==> src/rtl/sdram_rd_pipe.sv <==
// Read-latency pipeline for the SDRAM device model.
// Three-deep shift register of {valid, data}; the output tap is chosen by
// the programmed CAS latency (1 -> first stage, 3 -> last stage, 0 -> none).
// Ports:
//   clk, rst_n         clock and asynchronous active-low reset (valids only)
//   flush              drop everything in flight (bus turnaround on WRITE)
//   in_vld, in_data    word fetched on the READ command edge
//   cas_lat            selects the output tap
//   out_vld, out_data  word to put on the bus this cycle
module sdram_rd_pipe #(
  parameter int DATA_W = 16
) (
  input  logic              clk,
  input  logic              rst_n,
  input  logic              flush,
  input  logic              in_vld,
  input  logic [DATA_W-1:0] in_data,
  input  logic [1:0]        cas_lat,
  output logic              out_vld,
  output logic [DATA_W-1:0] out_data
);

  logic              vld_p0, vld_p1, vld_p2;
  logic [DATA_W-1:0] data_p0, data_p1, data_p2;

  always_ff @(posedge clk or negedge rst_n) begin
    if (!rst_n) begin
      vld_p0 <= 1'b0;
      vld_p1 <= 1'b0;
      vld_p2 <= 1'b0;
    end else begin
      vld_p0 <= in_vld;
      vld_p1 <= flush ? 1'b0 : vld_p0;
      vld_p2 <= flush ? 1'b0 : vld_p1;
    end
  end

  always_ff @(posedge clk) begin
    data_p0 <= in_data;
    data_p1 <= data_p0;
    data_p2 <= data_p1;
  end

  always_comb begin
    out_vld  = 1'b0;
    out_data = data_p0;
    case (cas_lat)
      2'd1: begin out_vld = vld_p0; out_data = data_p0; end
      2'd2: begin out_vld = vld_p1; out_data = data_p1; end
      2'd3: begin out_vld = vld_p2; out_data = data_p2; end
      default: out_vld = 1'b0;
    endcase
  end

endmodule

==> config.mk <==
export PLATFORM = sky130hd
export DESIGN_NAME = sdram_rd_pipe
export DESIGN_NICKNAME = d
export VERILOG_FILES = /design/src/rtl/sdram_rd_pipe.sv
export SDC_FILE = /design/constraint.sdc
export NUM_CORES = 1
export LEC_CHECK = 0
export ABC_AREA = 1
export CAP_MARGIN = 30
export CORE_MARGIN = 2
export CORE_UTILIZATION = 50
export CTS_BUF_LIST = sky130_fd_sc_hd__clkbuf_4 sky130_fd_sc_hd__clkbuf_8 sky130_fd_sc_hd__clkbuf_16
export CTS_CLUSTER_SIZE = 30
export DETAILED_ROUTE_END_ITERATION = 8
export GPL_TIMING_DRIVEN = 1
export PLACE_DENSITY_LB_ADDON = 0.08
export SYNTH_ARGS = -nofsm -noshare
export SYNTH_HDL_FRONTEND = slang
export SYNTH_SLANG_ARGS = --single-unit
==> constraint.sdc <==
create_clock -name clk -period 1.1 [get_ports clk]
set_input_delay 0.22 -clock clk [delete_from_list [all_inputs] [get_ports clk]]
set_output_delay 0.22 -clock clk [all_outputs]
set_load 0.01 [all_outputs]
# ---- Yosys cells after proc, flatten, opt, wreduce, memory -nomap -nowiden
# Index checks and enable logic that the tools add are counted.
# W data, S select, Z words.
dict set report totals {
  regBits 51
  latchBits 0
  ramBits 0
  mem_bits_ro 0
  inputBits 22
  output_inout_bits 17
  word_cells 13
  memories 0
}
dict set report op_classes {
  add_sub_neg 0
  n_mul 0
  n_div 0
  n_lt_le_gt_ge 0
  eq_ne 3
  shifts 0
  mux 4
  n_bitwise 0
  n_reduce_logical 0
}
# op n
set ops {}
lappend ops {{$pmux W16 S2} 1}
lappend ops {{$eq A2 B2 Y1 const B} 2}
lappend ops {{$pmux W1 S3} 1}
lappend ops {{$eq A2 B1 Y1 const B} 1}
lappend ops {{$mux W1} 2}

# ---- Longest topological paths before layout
# Gate-level depths: netlist of run 1.
dict set report depth {
  depth_word 2
  depth_mapped 5
  depth_no_buf 3
}

# ---- Least setup slack after synthesis of run 1
# Ideal clock, no wire load.
dict set report synth_path {
  path_kind {input -> output}
  startpoint {input cas_lat[0]}
  endpoint {output out_data[10]}
  arrival_ps 702
  required_ps 880
  setup_slack_ps 178
  stages 5
  n_path_buf 2
  path_cell_list {buf_6 > inv_6 > buf_8 > nand3_2 > nand3_1}
}
dict set report synth_via {
  elab_chain_cells 2
  elab_cells_between_ends 3
  cone_classes {eq/ne: 2; mux: 1}
}
# element line_no
set synth_lines {}
lappend synth_lines {{start: declaration} 18} ;# input logic [1:0] cas_lat,
lappend synth_lines {{$eq A2 B2 Y1} 47} ;# case (cas_lat)
lappend synth_lines {{$pmux W16 S2 (*)} 47}
lappend synth_lines {{end: declaration} 20} ;# output logic [DATA_W-1:0] out_data
# Mark *: on every way between the ends. The rest lies on a longest branch, timed or not.

# ---- Worst setup path after layout of run 1
dict set report layout_path {
  startpoint {register vld_p0}
  endpoint {output out_vld}
}
dict set report layout_via {
  elab_chain_cells 1
}
# element line_no
set layout_lines {}
lappend layout_lines {{start: declaration} 23} ;# logic vld_p0, vld_p1, vld_p2;
lappend layout_lines {{start signal: assignment} 32} ;# vld_p0 <= in_vld;
lappend layout_lines {{$pmux W1 S3} 47}
lappend layout_lines {{end: declaration} 19} ;# output logic out_vld,
# No other way between the ends.

==> results of run 1 <==
-- kinds of logic (layout without fill, tap and decap cells) --
logic type,count (synthesis),after routing
simple gates,70,70
buf+inv,12,57
flops,51,51
-- cells in the final DEF (no fill, tap or decap) --
| master | count |
|---|---|
| clkinv_2 | 1 |
| buf_6 | 18 |
| buf_2 | 2 |
| bufbuf_16 | 1 |
| nand2_2 | 14 |
| dfrtp_1 | 3 |
| nand3_1 | 12 |
| buf_4 | 2 |
| dlygate4sd3_1 | 1 |
| clkbuf_4 | 6 |
| clkdlybuf4s50_1 | 19 |
| nand3_2 | 40 |
| buf_12 | 1 |
| dfxtp_2 | 35 |
| inv_1 | 2 |
| nand2_1 | 2 |
| clkbuf_8 | 1 |
| clkdlybuf4s15_2 | 1 |
| dfxtp_1 | 13 |
| inv_8 | 1 |
| inv_6 | 1 |
| nor2_1 | 2 |
-- power groups by stage --
stage	Combinational [mW]	Clock [mW]	Sequential, mW
after global placement	0.369	0	2.03
after global routing	0.492	0.983	2.03
after floorplan	0.180	0	2.02
final	0.460	0.882	2.01
after CTS	0.419	0.898	2.00
after detailed placement	0.373	0	2.03
-- per-layer routing --
layer	global-route usage (%)	routed length [µm]	vias to the layer above
met4	11.7	73	0
met5	0	0	-
met2	27.9	1470	28
li1	-	-	531
met1	23.2	1250	508
met3	5.46	134	8
-- critical path: cells and delay by family, from the launching register on --
family / cells / cell delay [ns]
DFF: 1 / 0.40
and+or+nand+nor: 2 / 0.16
buffers and inverters: 1 / 0.14
-- state kept, by name, indices dropped and copies added (netlist names) --
| signal | flops |
|---|---|
| data_p2 | 16 |
| data_p0 | 16 |
| data_p1 | 16 |
| vld_p0 | 1 |
| vld_p1 | 1 |
| vld_p2 | 1 |
-- through the flow --
stage	setup TNS [ns]	setup WS (ns)	hold slack, ns	power [mW]	area, µm²
floorplan	0	0.178	-0.0756	2.20	1530
global placement	-14.60	-0.886	0.334	2.40	1910
detailed placement	-14.91	-0.894	0.337	2.40	1910
CTS	-1.84	-0.195	0.00315	3.32	2140
global route	-2.67	-0.272	0.233	3.50	2270
finish	-1.74	-0.194	0.260	3.36	2270
-- layout make-up --
type                    instances  area (µm²)  area share [%]
clock buffers                   7        58.8            2.59
inverters                       4        27.5            1.21
flip-flops and latches         51        1080            47.6
multi-input cells              70         563            24.8
clock inverters                 1        5.00           0.221
well taps                      33        41.3            1.82
repair buffers                 45         492            21.7
-- worst paths after layout --
kind | start | endpoint | cells past startpoint
max | vld_p0 | out_vld | 3
min in group asynchronous | rst_n | vld_p0 | 2
max reg2reg | vld_p1 | vld_p2 | 2
min | in_data[1] | data_p0[1] | 1
max in group asynchronous | rst_n | vld_p2 | 2
min reg2reg | data_p0[3] | data_p1[3] | 0
-- what timing repair did --
| item | 4_1_cts | 5_1_grt |
|---|---|---|
| pin swaps | 7 | 6 |
| cloned | 1 | 0 |
| resized for setup | 137 | 37 |
| endpoints found under the hold margin | 0 | 3 |
| setup endpoints to repair | 17 | 17 |
| hold buffers | 0 | 1 |
| setup buffers | 0 | 0 |
==> metrics.yaml, run 1 <==
power:
  p_clk_share_pct: 26.3
  p_comb_share_pct: 13.7
  leakage_nw: 0.983
  pwr-share-seq_pct: 60.0
  swShare_pct: 23.8
  powerDensity_nw_per_um2: 1480
  ir_drop_uv: 1070
  p_sw_mw: 0.799
  intPower_mw: 2.56
floorplanning:
  std_cell_rows: 20
  start_util_pct: 51.4
  die_y_um: 59.3
  core_um2: 2980
  dieArea_um2: 3520
  boundaryPins: 39
  die_w_um: 59.3
clock_tree:
  clock-sinks: 51
  clk_pin_slew_ns: 0.14
  clockBufferDepth: 2
  clock_latency_ns: 0.37
  cts_buffers: 5
  cts_tree: "built"
  ctsRootBufferMaster: "clkbuf_4"
  htreeDepth: 2
detailed_routing:
  dr.first_iter.drc_count: 30
  drc: 0
  wirelength_mm: 2.93
  first_pass_iters: 4
  ant_nets: 0
  vias_per_cell: 5.09
  via_count: 1075
  avgRoutedWirePerCell_um: 13.9
place:
  dpl.hpwl_mm: 1.74
  io_buffers: 38
  dp_cells: 201
  routabilityCongestion: 0.675
setup_path:
  path_class: "flip-flop to output pin"
  cp_slowest_stage_delay_ns: 0.40
  reg2reg_slack_ns: 0.52
  endpoint_kind: "output pin"
  cp.arrival_ns: 1.07
  cp_slowest_cell: "dfrtp_1"
  path_cells: "nand3_1 -> nand3_1 -> buf_2"
  cp.required_ns: 0.88
  worst_path_most_repeated_cell: "nand3_1"
  startpoint_type: "flip-flop"
  cp_max_fo: 2
timing:
  max_freq_mhz: 773
  rsz0062_at_grt: "true"
  finalCriticalPeriod_ns: 1.29
  worstMarginPinSlew_ns: 0.194
  skew_ns: 0.00643
  setup-violations-final: 17
  slew_headroom_pct: 87.0
  min_period_over_period_pct: 118
  postLayoutSetupSlackWorst_ns: -0.194
  slew_violations: 0
  hold_violations: 0
synth:
  syn_avg_cell_area_um2: 11.5
  yosys_most_used_dff: "dfxtp_1"
  synth.largest_area_cell: "dfxtp_1"
  synth-xor-area-share_pct: 0
  netlist_top_cells_area: "dfxtp_1 (63%), nand3_1 (14%), nand3_2 (6.5%)"
  synthCells: 133
  yosys.area_share.simple_pct: 24.7
  yosysWarnings: 0
  synthMuxAreaShare_pct: 0
  synthesis.nets: 155
  synth_seq_cells: 51
  yosysMostFrequentCell: "dfxtp_1"
  synth_compound_area_share_pct: 0
  ys_async_sr_fraction_pct: 5.88
  synth_seq_area_share_pct: 67.7
  synth_common_cells: "dfxtp_1 (48), nand3_1 (42), nand2_1 (16), nand3_2 (10), buf_6 (7)"
  syn-cell-area_um2: 1530
  synth_top_family_by_area: "simple AND/OR/NAND/NOR gates"
  synth_edf_count: 0
  synth_top_area_share_pct: 62.8
  yosys.area_share.adder_pct: 0
  ys_types: 11
run:
  cap_violations: 0
finish:
  finalNonFillerCells: 211
  num_antenna_cells: 0
  nets: 199
  final_util_pct: 76.1
  fill_cells: 199
  syn2layout_area_growth_pct: 48.2
  drive_above_1_share_pct: 69.7
global_route:
  grt_pass1_vias: 1050
  grt_max_degree: 18
  grt_antenna_before_repair: 0
  grt_overflow: 0
  track_usage_pct: 18.6
  grt_first_pass_wirelength_mm: 4.70
min_path:
  worst_hold_path_type: "primary input to flip-flop"
run_status:
  outcome: "finished, violations left"
  violations: "setup timing"
Note: power is estimated with default switching activity, not from simulation.
==> run 2, diff against run 1 <==
- SLEW_MARGIN: unset -> 20
==> results of run 2 <==
Final layout, timing and power as in run 1 (identical DEF).
==> run 3, diff against run 2 <==
- CORE_MARGIN: 2 -> unset
==> metrics.yaml, run 3 (same netlist as run 1, synthesis figures left out) <==
run_status:
  outcome: "finished, violations left"  # unchanged
  violations: "DRC, setup timing"  # was setup timing
timing:
  max_freq_mhz: 769  # was 773 MHz
  postLayoutSetupSlackWorst_ns: -0.201  # was -0.194 ns
  rsz0062_at_grt: "true"  # unchanged
  hold_violations: 0  # unchanged
  hold_ws_ns: 0.250  # was 0.260 ns
  tns_ns: -1.93  # was -1.74 ns
  skew_ns: 0.0210  # was 0.00643 ns
  slew_headroom_pct: 89.6  # was 87.0%
  worstMarginPinSlew_ns: 0.156  # was 0.194 ns
  setup-violations-final: 17  # unchanged
  finalCriticalPeriod_ns: 1.30  # was 1.29 ns
  min_period_over_period_pct: 118  # about the same
  slew_violations: 0  # unchanged
floorplanning:
  std_cell_rows: 19  # was 20
  core_um2: 2830  # was 2980 µm²
  start_util_pct: 54.1  # was 51.4%
  die_y_um: 57.3  # was 59.3 µm
  boundaryPins: 39  # unchanged
  die_w_um: 57.3  # was 59.3 µm
  dieArea_um2: 3290  # was 3520 µm²
setup_path:
  cp.required_ns: 0.88  # about the same
  reg2regPathDepth: 4  # was 2
  endpoint_kind: "output pin"  # unchanged
  path_class: "flip-flop to output pin"  # unchanged
  startpoint_type: "flip-flop"  # unchanged
  cp_max_fo: 2  # unchanged
  cp.arrival_ns: 1.08  # was 1.07 ns
finish:
  final_area_um2: 2380  # was 2270 µm²
  nets: 216  # was 199
  syn2layout_area_growth_pct: 55.7  # was 48.2%
  multi_input_area_um2: 513  # was 563 µm²
  drive_above_1_share_pct: 69.2  # was 69.7%
  top_regs: "data_p0 (16), data_p1 (16), data_p2 (16)"  # unchanged
  num_antenna_cells: 0  # unchanged
  fill_cells: 154  # was 199
  finalNonFillerCells: 226  # was 211
  final_util_pct: 84.2  # was 76.1%
  final_cell_mix: "dfxtp_2 (41), nand3_2 (32), nand3_1 (20)"  # was nand3_2 (40), dfxtp_2 (35), clkdlybuf4s50_1 (19)
  seq_area_um2: 1090  # was 1080 µm²
  mostFrequentLayoutCell: "dfxtp_2"  # was nand3_2
global_route:
  grt_antenna_before_repair: 0  # unchanged
  grt_max_degree: 18  # unchanged
  grt_overflow: 0  # unchanged
  grt_pass1_vias: 1148  # was 1050
  track_usage_pct: 23.1  # was 18.6%
  grt_first_pass_wirelength_mm: 5.49  # was 4.70 mm
power:
  intPower_mw: 2.73  # was 2.56 mW
  p_sw_mw: 0.869  # was 0.799 mW
  p_clk_share_pct: 30.1  # was 26.3%
  swShare_pct: 24.1  # was 23.8%
  pwr-share-seq_pct: 55.9  # was 60.0%
  leakage_nw: 1.05  # was 0.983 nW
  total_power_mw: 3.60  # was 3.36 mW
  powerDensity_nw_per_um2: 1510  # was 1480 nW/µm²
  ir_drop_uv: 1080  # was 1070 µV
  p_comb_share_pct: 14.0  # was 13.7%
place:
  dpl.hpwl_mm: 1.71  # was 1.74 mm
  io_buffers: 38  # unchanged
  dp_cells: 198  # was 201
  routabilityCongestion: 0.628  # was 0.675
  postPlaceCellArea_um2: 1900  # was 1910 µm²
  place_ws_ns: -0.875  # was -0.894 ns
detailed_routing:
  ant_nets: 0  # unchanged
  dr.first_iter.drc_count: 30  # unchanged
  avgRoutedWirePerCell_um: 15.3  # was 13.9 µm
  drc: 2  # was 0
  wirelength_mm: 3.46  # was 2.93 mm
  via_count: 1162  # was 1075
  first_pass_iters: 8  # was 4
  vias_per_cell: 5.14  # was 5.09
clock_tree:
  htreeDepth: 2  # unchanged
  cts_buffers: 5  # unchanged
  clock-sinks: 51  # unchanged
  clock_latency_ns: 0.38  # was 0.37 ns
  clk_pin_slew_ns: 0.16  # was 0.14 ns
  cts_tree: "built"  # unchanged
  ctsRootBufferMaster: "clkbuf_4"  # unchanged
  clockBufferDepth: 2  # unchanged
min_path:
  worst_hold_path_type: "primary input to flip-flop"  # unchanged
  hold_depth: 1  # unchanged
run:
  cap_violations: 0  # unchanged
==> run 3: changes by cell type in the layout (fill, tap and decap cells not counted), moves of 4 or more <==
cell | previous run | this run
buf_4 | 2 | 15
nand2_2 | 14 | 10
nand3_2 | 40 | 32
dfxtp_1 | 13 | 7
dfxtp_2 | 35 | 41
nand2_1 | 2 | 6
buf_6 | 18 | 14
nand3_1 | 12 | 20
buf_2 | 2 | 7
==> run 3: critical path: stages, from the launching register on <==
cell     delay [ns]
dfrtp_1        0.43
nand3_2        0.07
nand3_2        0.08
buf_6          0.12
==> run 3: path summary, 6_finish.rpt <==
path / start / to / slack, ns
setup / recovery: vld_p0 / out_vld / -0.20
hold / removal: in_data[9] / data_p0[9] / 0.25
setup reg to reg: vld_p0 / vld_p1 / 0.23
hold reg to reg: data_p0[12] / data_p1[12] / 0.35
max in group asynchronous: rst_n / vld_p2 / 0.42
min in group asynchronous: rst_n / vld_p0 / 0.53
==> run 3: layout make-up <==
| cell class | instances | share of cell area [%] |
|---|---|---|
| Timing Repair inverter | 2 | 0.840 |
| Timing Repair Buffer | 60 | 25.2 |
| Inverter | 4 | 1.63 |
| Tap cell | 31 | 1.63 |
| Sequential cell | 51 | 45.6 |
| Clock inverter | 3 | 1.94 |
| Clock buffer | 5 | 1.58 |
| Multi-Input combinational cell | 70 | 21.5 |
==> run 3: repair_timing <==
action / in CTS / in global routing
setup endpoints to repair: 17 / 17
hold endpoints to repair: 2 / 0
gates cloned: 5 / 0
pin swaps: 23 / 10
gates resized for setup: 132 / 43
hold buffers: 1 / 0
buffers inserted: 13 / 1
==> run 3: power by group through the flow <==
stage               sequential (mW)  clock, mW  combinational (mW)
floorplan                      2.02          0               0.180
global placement               2.03          0               0.366
detailed placement             2.03          0               0.370
CTS                            2.00       1.08               0.453
global route                   2.03       1.19               0.536
finish                         2.01       1.09               0.504
==> run 3: routing by layer <==
layer	track usage (%)	wire length, µm	up-vias
met5	0	0	-
met4	8.71	53	0
met3	6.80	171	7
met2	39.8	1850	32
met1	27.3	1380	555
li1	-	-	568
